<file path="config.mk">
export PLATFORM = sky130hd
export DESIGN_NAME = axil_master
export DESIGN_NICKNAME = d
export VERILOG_FILES = /design/src/rtl/axil_pkg.sv /design/src/rtl/axil_watchdog.sv /design/src/rtl/axil_master.sv
export SDC_FILE = /design/constraint.sdc
export NUM_CORES = 1
export LEC_CHECK = 0
export BUFFER_PORTS_ARGS = -buffer_cell sky130_fd_sc_hd__buf_2
export CORE_AREA = 3 3 160 146
export DETAILED_ROUTE_END_ITERATION = 7
export DIE_AREA = 0 0 163 149
export SLEW_MARGIN = 20
export SYNTH_ARGS = -nofsm -noshare
export SYNTH_HDL_FRONTEND = slang
export SYNTH_HIERARCHICAL = 1
export SYNTH_SLANG_ARGS = --single-unit
</file>
<file path="constraint.sdc">
create_clock -name ACLK -period 10 [get_ports ACLK]
set_clock_uncertainty 0.05 [all_clocks]
set_input_delay 1 -clock ACLK [delete_from_list [all_inputs] [get_ports ACLK]]
set_output_delay 1 -clock ACLK [all_outputs]
set_load 0.01 [all_outputs]
</file>
<file path="src/rtl/axil_pkg.sv">
// axil_pkg: shared widths, AXI response codes and master FSM states for the AXI-Lite initiator.
package axil_pkg;
  localparam int ADDR_W_DEF = 32;
  localparam int DATA_W_DEF = 32;
  localparam int TIMEOUT_DEF = 1024;
  localparam logic [1:0] RESP_OKAY = 2'b00;
  localparam logic [1:0] RESP_EXOKAY = 2'b01;
  localparam logic [1:0] RESP_SLVERR = 2'b10;
  localparam logic [1:0] RESP_DECERR = 2'b11;
  typedef enum logic [2:0] {IDLE, WR_REQ, WR_RESP, RD_REQ, RD_RESP, RSP} axil_mst_state_t;
endpackage

</file>
<file path="src/rtl/axil_watchdog.sv">
// axil_watchdog: saturating per-transaction cycle counter; expired flags the last allowed active cycle.
module axil_watchdog #(
  parameter int TIMEOUT = 1024
) (
  input  logic clk,
  input  logic rst,
  input  logic clear,
  input  logic run,
  output logic expired
);
  localparam int CW = TIMEOUT > 1 ? $clog2(TIMEOUT) : 1;
  localparam logic [CW-1:0] LAST = CW'(TIMEOUT > 0 ? TIMEOUT - 1 : 0);
  logic [CW-1:0] r_cnt;
  // Saturating keeps expired asserted even if a handshake won on the exact expiry cycle.
  always_ff @(posedge clk or posedge rst)
    if (rst) r_cnt <= '0;
    else if (clear) r_cnt <= '0;
    else if (run && r_cnt != LAST) r_cnt <= r_cnt + CW'(1);
  assign expired = (TIMEOUT != 0) && run && (r_cnt == LAST);
endmodule

</file>
<file path="src/rtl/axil_master.sv">
// axil_master: AXI4-Lite initiator turning single emulator commands into AW/W/B or AR/R transactions,
// returning data/response, with a watchdog that aborts transactions to a dead slave.
module axil_master
  import axil_pkg::*;
#(
  parameter int ADDR_W = ADDR_W_DEF,
  parameter int DATA_W = DATA_W_DEF,
  parameter int TIMEOUT = TIMEOUT_DEF
) (
  input  logic                ACLK,
  input  logic                ARESET,
  input  logic                cmd_valid,
  output logic                cmd_ready,
  input  logic                cmd_write,
  input  logic [ADDR_W-1:0]   cmd_addr,
  input  logic [DATA_W-1:0]   cmd_wdata,
  input  logic [DATA_W/8-1:0] cmd_wstrb,
  output logic                rsp_valid,
  input  logic                rsp_ready,
  output logic [DATA_W-1:0]   rsp_rdata,
  output logic [1:0]          rsp_resp,
  output logic                rsp_timeout,
  output logic                AWVALID,
  input  logic                AWREADY,
  output logic [ADDR_W-1:0]   AWADDR,
  output logic                WVALID,
  input  logic                WREADY,
  output logic [DATA_W-1:0]   WDATA,
  output logic [DATA_W/8-1:0] WSTRB,
  input  logic                BVALID,
  output logic                BREADY,
  input  logic [1:0]          BRESP,
  output logic                ARVALID,
  input  logic                ARREADY,
  output logic [ADDR_W-1:0]   ARADDR,
  input  logic                RVALID,
  output logic                RREADY,
  input  logic [DATA_W-1:0]   RDATA,
  input  logic [1:0]          RRESP
);
  axil_mst_state_t r_state;
  logic r_cmd_ready, r_awvalid, r_wvalid, r_bready, r_arvalid, r_rready;
  logic r_aw_done, r_w_done, r_rsp_valid, r_rsp_timeout;
  logic [ADDR_W-1:0] r_awaddr, r_araddr;
  logic [DATA_W-1:0] r_wdata, r_rsp_rdata;
  logic [DATA_W/8-1:0] r_wstrb;
  logic [1:0] r_rsp_resp;
  logic w_cmd_hs, w_aw_hs, w_w_hs, w_adv, w_expired, w_wd_clear, w_wd_run;

  assign w_cmd_hs = cmd_valid & r_cmd_ready;
  assign w_aw_hs = r_awvalid & AWREADY;
  assign w_w_hs = r_wvalid & WREADY;
  assign w_wd_clear = r_state == IDLE;
  assign w_wd_run = r_state inside {WR_REQ, WR_RESP, RD_REQ, RD_RESP};
  // A state-advancing handshake on the expiry cycle beats the watchdog.
  assign w_adv = (r_state == WR_REQ) ? (r_aw_done | w_aw_hs) & (r_w_done | w_w_hs) :
                 (r_state == WR_RESP) ? BVALID :
                 (r_state == RD_REQ) ? ARREADY :
                 (r_state == RD_RESP) ? RVALID : 1'b0;

  axil_watchdog #(.TIMEOUT(TIMEOUT)) u_wd (
    .clk(ACLK), .rst(ARESET), .clear(w_wd_clear), .run(w_wd_run), .expired(w_expired)
  );

  always_ff @(posedge ACLK or posedge ARESET)
    if (ARESET) begin
      r_state <= IDLE;
      r_cmd_ready <= 1'b0;
      r_awvalid <= 1'b0;
      r_wvalid <= 1'b0;
      r_bready <= 1'b0;
      r_arvalid <= 1'b0;
      r_rready <= 1'b0;
      r_aw_done <= 1'b0;
      r_w_done <= 1'b0;
      r_rsp_valid <= 1'b0;
      r_rsp_timeout <= 1'b0;
      r_rsp_resp <= RESP_OKAY;
      r_rsp_rdata <= '0;
      r_awaddr <= '0;
      r_araddr <= '0;
      r_wdata <= '0;
      r_wstrb <= '0;
    end else if (w_expired && !w_adv) begin
      // Dead slave: drop every VALID/READY mid-handshake and report SLVERR with the timeout flag.
      r_awvalid <= 1'b0;
      r_wvalid <= 1'b0;
      r_bready <= 1'b0;
      r_arvalid <= 1'b0;
      r_rready <= 1'b0;
      r_rsp_valid <= 1'b1;
      r_rsp_timeout <= 1'b1;
      r_rsp_resp <= RESP_SLVERR;
      r_rsp_rdata <= '0;
      r_state <= RSP;
    end else begin
      case (r_state)
        IDLE: begin
          r_cmd_ready <= !w_cmd_hs;
          if (w_cmd_hs && cmd_write) begin
            r_awaddr <= cmd_addr;
            r_wdata <= cmd_wdata;
            r_wstrb <= cmd_wstrb;
            r_awvalid <= 1'b1;
            r_wvalid <= 1'b1;
            r_aw_done <= 1'b0;
            r_w_done <= 1'b0;
            r_state <= WR_REQ;
          end else if (w_cmd_hs) begin
            r_araddr <= cmd_addr;
            r_arvalid <= 1'b1;
            r_state <= RD_REQ;
          end
        end
        WR_REQ: begin
          if (w_aw_hs) begin
            r_awvalid <= 1'b0;
            r_aw_done <= 1'b1;
          end
          if (w_w_hs) begin
            r_wvalid <= 1'b0;
            r_w_done <= 1'b1;
          end
          if (w_adv) begin
            r_bready <= 1'b1;
            r_state <= WR_RESP;
          end
        end
        WR_RESP:
          if (BVALID) begin
            r_bready <= 1'b0;
            r_rsp_resp <= BRESP;
            r_rsp_rdata <= '0;
            r_rsp_timeout <= 1'b0;
            r_rsp_valid <= 1'b1;
            r_state <= RSP;
          end
        RD_REQ:
          if (ARREADY) begin
            r_arvalid <= 1'b0;
            r_rready <= 1'b1;
            r_state <= RD_RESP;
          end
        RD_RESP:
          if (RVALID) begin
            r_rready <= 1'b0;
            r_rsp_rdata <= RDATA;
            r_rsp_resp <= RRESP;
            r_rsp_timeout <= 1'b0;
            r_rsp_valid <= 1'b1;
            r_state <= RSP;
          end
        RSP:
          if (rsp_ready) begin
            r_rsp_valid <= 1'b0;
            r_cmd_ready <= 1'b1;
            r_state <= IDLE;
          end
        default: r_state <= IDLE;
      endcase
    end

  assign cmd_ready = r_cmd_ready;
  assign rsp_valid = r_rsp_valid;
  assign rsp_rdata = r_rsp_rdata;
  assign rsp_resp = r_rsp_resp;
  assign rsp_timeout = r_rsp_timeout;
  assign AWVALID = r_awvalid;
  assign AWADDR = r_awaddr;
  assign WVALID = r_wvalid;
  assign WDATA = r_wdata;
  assign WSTRB = r_wstrb;
  assign BREADY = r_bready;
  assign ARVALID = r_arvalid;
  assign ARADDR = r_araddr;
  assign RREADY = r_rready;
endmodule

</file>
; ---- Word-level counts from Yosys, hierarchy flattened
; Index checks and enable logic that the tools add are counted.
[totals]
regBits = 157
inputBits = 114
[op_classes]
n_reduce_logical = 30
mux = 57
n_bitwise = 8
addsub = 1
eq_ne = 22
[ops]
columns = operator, n
row1 = 2-to-1 mux 32 bit, 3
row2 = one-hot mux 32 bit (2 select lines), 1
row3 = 2-to-1 mux 1 bit, 28
row4 = 2-to-1 mux 3 bit, 8
row5 = AND reduction 3 bit, 7
row6 = 2-to-1 mux 10 bit, 2
row7 = AND reduction 4 bit, 5
row8 = inequality test 3 x 2 -> 1 bit (second input constant), 6
row9 = one-hot mux 1 bit (2 select lines), 9
row10 = one-hot mux 3 bit (6 select lines), 1
row11 = nonzero test 3 bit, 5
row12 = inequality test 3 bit (second input constant), 4
row13 = adder 10 x 1 -> 10 bit (second input constant), 1
row14 = equality test 10 bit (second input constant), 1
row15 = inequality test 10 bit (second input constant), 1
row16 = inequality test 2 bit (second input constant), 4
row17 = nonzero test 4 bit, 2
row18 = equality test 3 x 2 -> 1 bit (second input constant), 2
row19 = equality test 3 bit (second input constant), 2
row20 = 2-to-1 mux 2 bit, 3
row21 = AND reduction 6 bit, 1
row22 = nonzero test 2 bit, 3
row23 = bitwise AND 1 bit, 4
row24 = logical AND 1 bit, 4
row25 = other kinds (8), 11

; ---- Logic depth before layout (Yosys ltp)
[depth]
ltp_word = 9
mapped_depth = 12
depth_no_buf = 8

; ---- Modules after synthesis
; The synthesis kept the hierarchy.
[by_module_without_submodules]
columns = mod, area_each_um2, n_inst, cells_each
row1 = axil_master, 5936.9, 1, 403
row2 = axil_watchdog, 564.3, 1, 59

; ---- Worst setup path before layout
; Ideal clock, no wire load.
[synth_timing]
path_kind = flip-flop to flip-flop
start = reg r_state[0]
end = reg r_araddr[0] (netlist: ARADDR[0])
path_buffers = 5
path_slack_ps = 7297
path_stages_with_launch = 13
arrival_time_ps = 2528
required_ps = 9825
cell_sequence = dfrtp_1 buf_4 clkbuf_1 o21ai_0 nor2b_1 and2_2 o311ai_1 or2_1 buf_4 nand2b_1 buf_6 buf_6 mux2_4
[synth_between]
elab_cells_between_ends = 15
cone_classes = 4 x eq/ne / 4 x mux / 1 x bitwise / 6 x reduce/logical
[synth_rtl]
columns = item, line_no
row1 = start: declaration, axil_master.sv:41  ; axil_mst_state_t r_state;
row2 = start signal: assignment, axil_master.sv:67  ; r_state <= IDLE;
row3 = start signal: assignment, axil_master.sv:95  ; r_state <= RSP;
row4 = start signal: assignment, axil_master.sv:108  ; r_state <= WR_REQ;
row5 = equality test 3 x 1 -> 1 bit (tied with other cells), axil_master.sv:54  ; assign w_wd_run = r_state inside {WR_REQ, WR_RESP, RD_REQ, RD_RESP};
row6 = nonzero test 4 bit *, axil_master.sv:54
row7 = net w_wd_run, axil_master.sv:48  ; logic w_cmd_hs, w_aw_hs, w_w_hs, w_adv, w_expired, w_wd_clear, w_wd_run;
row8 = logical AND 1 bit *, axil_watchdog.sv:19  ; assign expired = (TIMEOUT != 0) && run && (r_cnt == LAST);
row9 = net w_expired, axil_master.sv:48
row10 = logical AND 1 bit *, axil_master.sv:84  ; end else if (w_expired && !w_adv) begin
row11 = inverter 1 bit (no source line) *, -
row12 = AND reduction 4 bit (no source line) *, -
row13 = end signal: assignment, axil_master.sv:110  ; r_araddr <= cmd_addr;
row14 = end: declaration, axil_master.sv:44  ; logic [ADDR_W-1:0] r_awaddr, r_araddr;
; The timed path passes the listed nets; every way through them passes the cells marked *.
; A chain may end at the register's enable or synchronous reset.

; ---- Worst setup path in the final report
[layout_timing]
start = reg r_state[2]
end = reg r_araddr[12] (netlist: ARADDR[12])
[layout_between]
elab_cells_between_ends = 15
cone_classes = 4 x eq/ne / 4 x mux / 1 x bitwise / 6 x reduce/logical
[layout_rtl]
columns = item, line_no
row1 = logical NOT 3 bit, -
row2 = net w_wd_clear, axil_master.sv:48
row3 = AND reduction 4 bit (no source line), -
; The timed path passes the listed nets, and every way through them passes these cells.

==> key figures <==
Run status
  – Outcome: complete, no violations

Timing
  – Unrepaired setup endpoints after global routing: no
  – Worst-Margin Slew: 0.927 ns
  – Setup TNS Final: 0 ns
  – Max Slew Vio Count: 0
  – Final setup margin: 6.12 ns
  – Achievable Freq: 258 MHz
  – Slew Limit Headroom: 0.380
  – Final Hold Viols: 0
  – Min Tclk post-route: 3.88 ns
  – Final setup fails: 0
  – Min Hold Slack: 0.433 ns
  – Final worst-path cycle share: 0.388

Critical path
  – Critical path data arrival time: 4.12 ns
  – Reg-to-reg setup timing slack: 6.12 ns
  – Critical path launch point: r_state[2]
  – Critical Path End: ARADDR[12]
  – R2R depth: 9
  – Crit. End Element: flop
  – WS Path Type: flop to flop
  – Worst flop-to-flop path startpoint: r_state[2]
  – R2r endpoint: ARADDR[12]
  – Critical Path Fanout Max: 21
  – Critical path startpoint category: flop
  – Worst path required time: 10.24 ns

Global route
  – Pin count of the biggest net entering global routing: 75
  – Overflow after GRT: 0
  – Antenna violations before repair: 0
  – Vias in the first global route: 4866
  – GRT Total Usage: 0.134
  – Global-route wire length before repair: 26000 um

Detailed routing
  – Via density: 4.54
  – Antenna Nets Post-Route: 0
  – DRC Markers: 0
  – Drt total wl: 16300 um
  – Routed vias: 4634
  – First-pass DRT Iterations: 4
  – 1st-iter DRT viols: 216
  – Post-DR wirelength/cell: 15.9 um

Power and ir drop
  – Power Density: 321 nW/um2
  – Leak: 4.34 nW
  – Worst vdd ir: 0.148 mV
  – Total chip power: 2.76 mW

Hold path
  – Hold Crit Class: flop to flop

Clock network
  – CTS tree: yes
  – CTS sink count: 157
  – # resized after CTS: 0
  – Htree depth: 4
  – CTS clk-pin slew, worst paths: 0.06 ns
  – Root Buffer: clkbuf_16
  – Total CTS buffers: 17
  – Bufs on Longest Clock Path: 2
  – Setup bufs post-CTS: 0
  – Clock latency on the worst-skew pair: 0.41 ns
  – Hold buffer count at CTS: 0

Synth
  – Syn nets: 577
  – Async SR Flop Fraction: 1.00
  – EDFF count, synth: 0
  – Post-synth top area cell: dfrtp_1
  – Seq cells post-synth: 157
  – Yosys cell types: 53
  – Most instantiated cells after synthesis: dfrtp_1 (157), mux2_2 (57), a22o_1 (33), mux2_4 (30), nor2_1 (20)
  – Top FF cell, synth: dfrtp_1
  – Sequential element share of the synthesized area: 0.604
  – Yosys warns: 6
  – Mean Syn Cell Area: 14.1 um2
  – Mapped Area: 6500 um2
  – Area share of the largest cell type after synthesis: 0.604
  – Most frequent cell after synthesis: dfrtp_1
  – Top cells by area, synth: dfrtp_1 (60%), mux2_2 (9.9%), mux2_4 (6.9%)
  – Post-Syn Instances: 462

Layout
  – Final Util: 0.396
  – Antenna Cells: 0
  – Post-route design area: 8590 um2
  – FILL cells: 2127
  – Final net count: 832
  – Share of cells above drive strength 1: 0.538
  – Synthesis-to-finish area growth: 32.1%
  – Finished Layout Cells: 1021

Floorplanning
  – Area of the core: 21700 um2
  – Starting Density: 0.300
  – Die area: 24300 um2
  – Die Wd: 163 um
  – DIE HEIGHT: 149 um
  – I/O pin count: 256
  – Num rows: 51

Placement
  – Post-DP HPWL: 11800 um
  – Pre-CTS WS: 6.15 ns
  – Placed Instance Area: 8040 um2
  – IO buf count: 255
  – Placed cells: 989
  – RePlAce Congestion: 0.811

Run
  – Max cap viols: 0
## power breakdown
group / total [mW] / internal, mW / switching, mW
Combinational: 1.04 / 0.531 / 0.504
Clock: 0.616 / 0.328 / 0.288
Sequential: 1.10 / 0.927 / 0.177
Total: 2.76 / 1.79 / 0.969
## flip-flops by register name, indices dropped and copies added (netlist names)
name and flops:
WSTRB 4, ARVALID 1, WDATA 32, AWVALID 1
WVALID 1, rsp_rdata 32, RREADY 1, rsp_resp 2
r_w_done 1, rsp_timeout 1, rsp_valid 1, AWADDR 32
ARADDR 32, BREADY 1, r_aw_done 1, cmd_ready 1
r_state 3, u_wd/r_cnt 10
## how the worst min path moves through the flow
stage                     startpoint          to  slack (ns)  cells after the start
final                     AWADDR[29]  AWADDR[29]        0.43                      1
after global routing      AWADDR[29]  AWADDR[29]        0.45                      1
after global placement     WDATA[16]   WDATA[16]        0.42                      1
after CTS                 AWADDR[29]  AWADDR[29]        0.44                      1
after floorplan            r_aw_done   r_aw_done        0.42                      2
after detailed placement   WDATA[17]   WDATA[17]        0.42                      1
## critical path: stages (launching register included)
cell,delay (ns)
dfrtp_1,0.56
or2_4,0.36
nor2_1,0.71
nor2b_1,0.24
and2_2,0.29
o311ai_1,0.12
or2_1,0.35
nand2b_2,0.34
buf_4,0.38
mux2_4,0.34
## logic make-up after synthesis
kind of cell,share of synthesized area
flip-flops,0.604
buffers and inverters,0.0308
multiplexers,0.198
AO/OA/AOI/OAI,0.0949
adder cells (fa/ha/maj),0.00192
AND/OR/NAND/NOR,0.0656
XOR/XNOR,0.00404
## area by class of cell
cell class / instances / area (um2) / share of cell area
clock buffers: 18 / 429 / 0.0500
well taps: 291 / 364 / 0.0424
clock inverters: 14 / 126 / 0.0147
repair buffers: 261 / 1320 / 0.154
flip-flops and latches: 157 / 3930 / 0.457
multi-input cells: 271 / 2380 / 0.277
inverters: 9 / 38.8 / 0.00452
## layer usage
layer,GRT usage,wire (um)
met5,0,0
met4,0.0326,172
met3,0.0505,1120
met2,0.225,8010
met1,0.165,6970
## cell usage in the layout, fill, tap and decap left out, drive strengths merged, types with 4 or more instances in the layout
master,n
dfrtp,157
nand3,5
a21oi,14
mux2i,4
or3,4
a31oi,9
nor2,22
mux2,101
buf,261
nand2,18
inv,17
o21ai,12
and3,4
clkbuf,18
a22o,33
nand2b,6
Power figures use the tool's default switching activity.
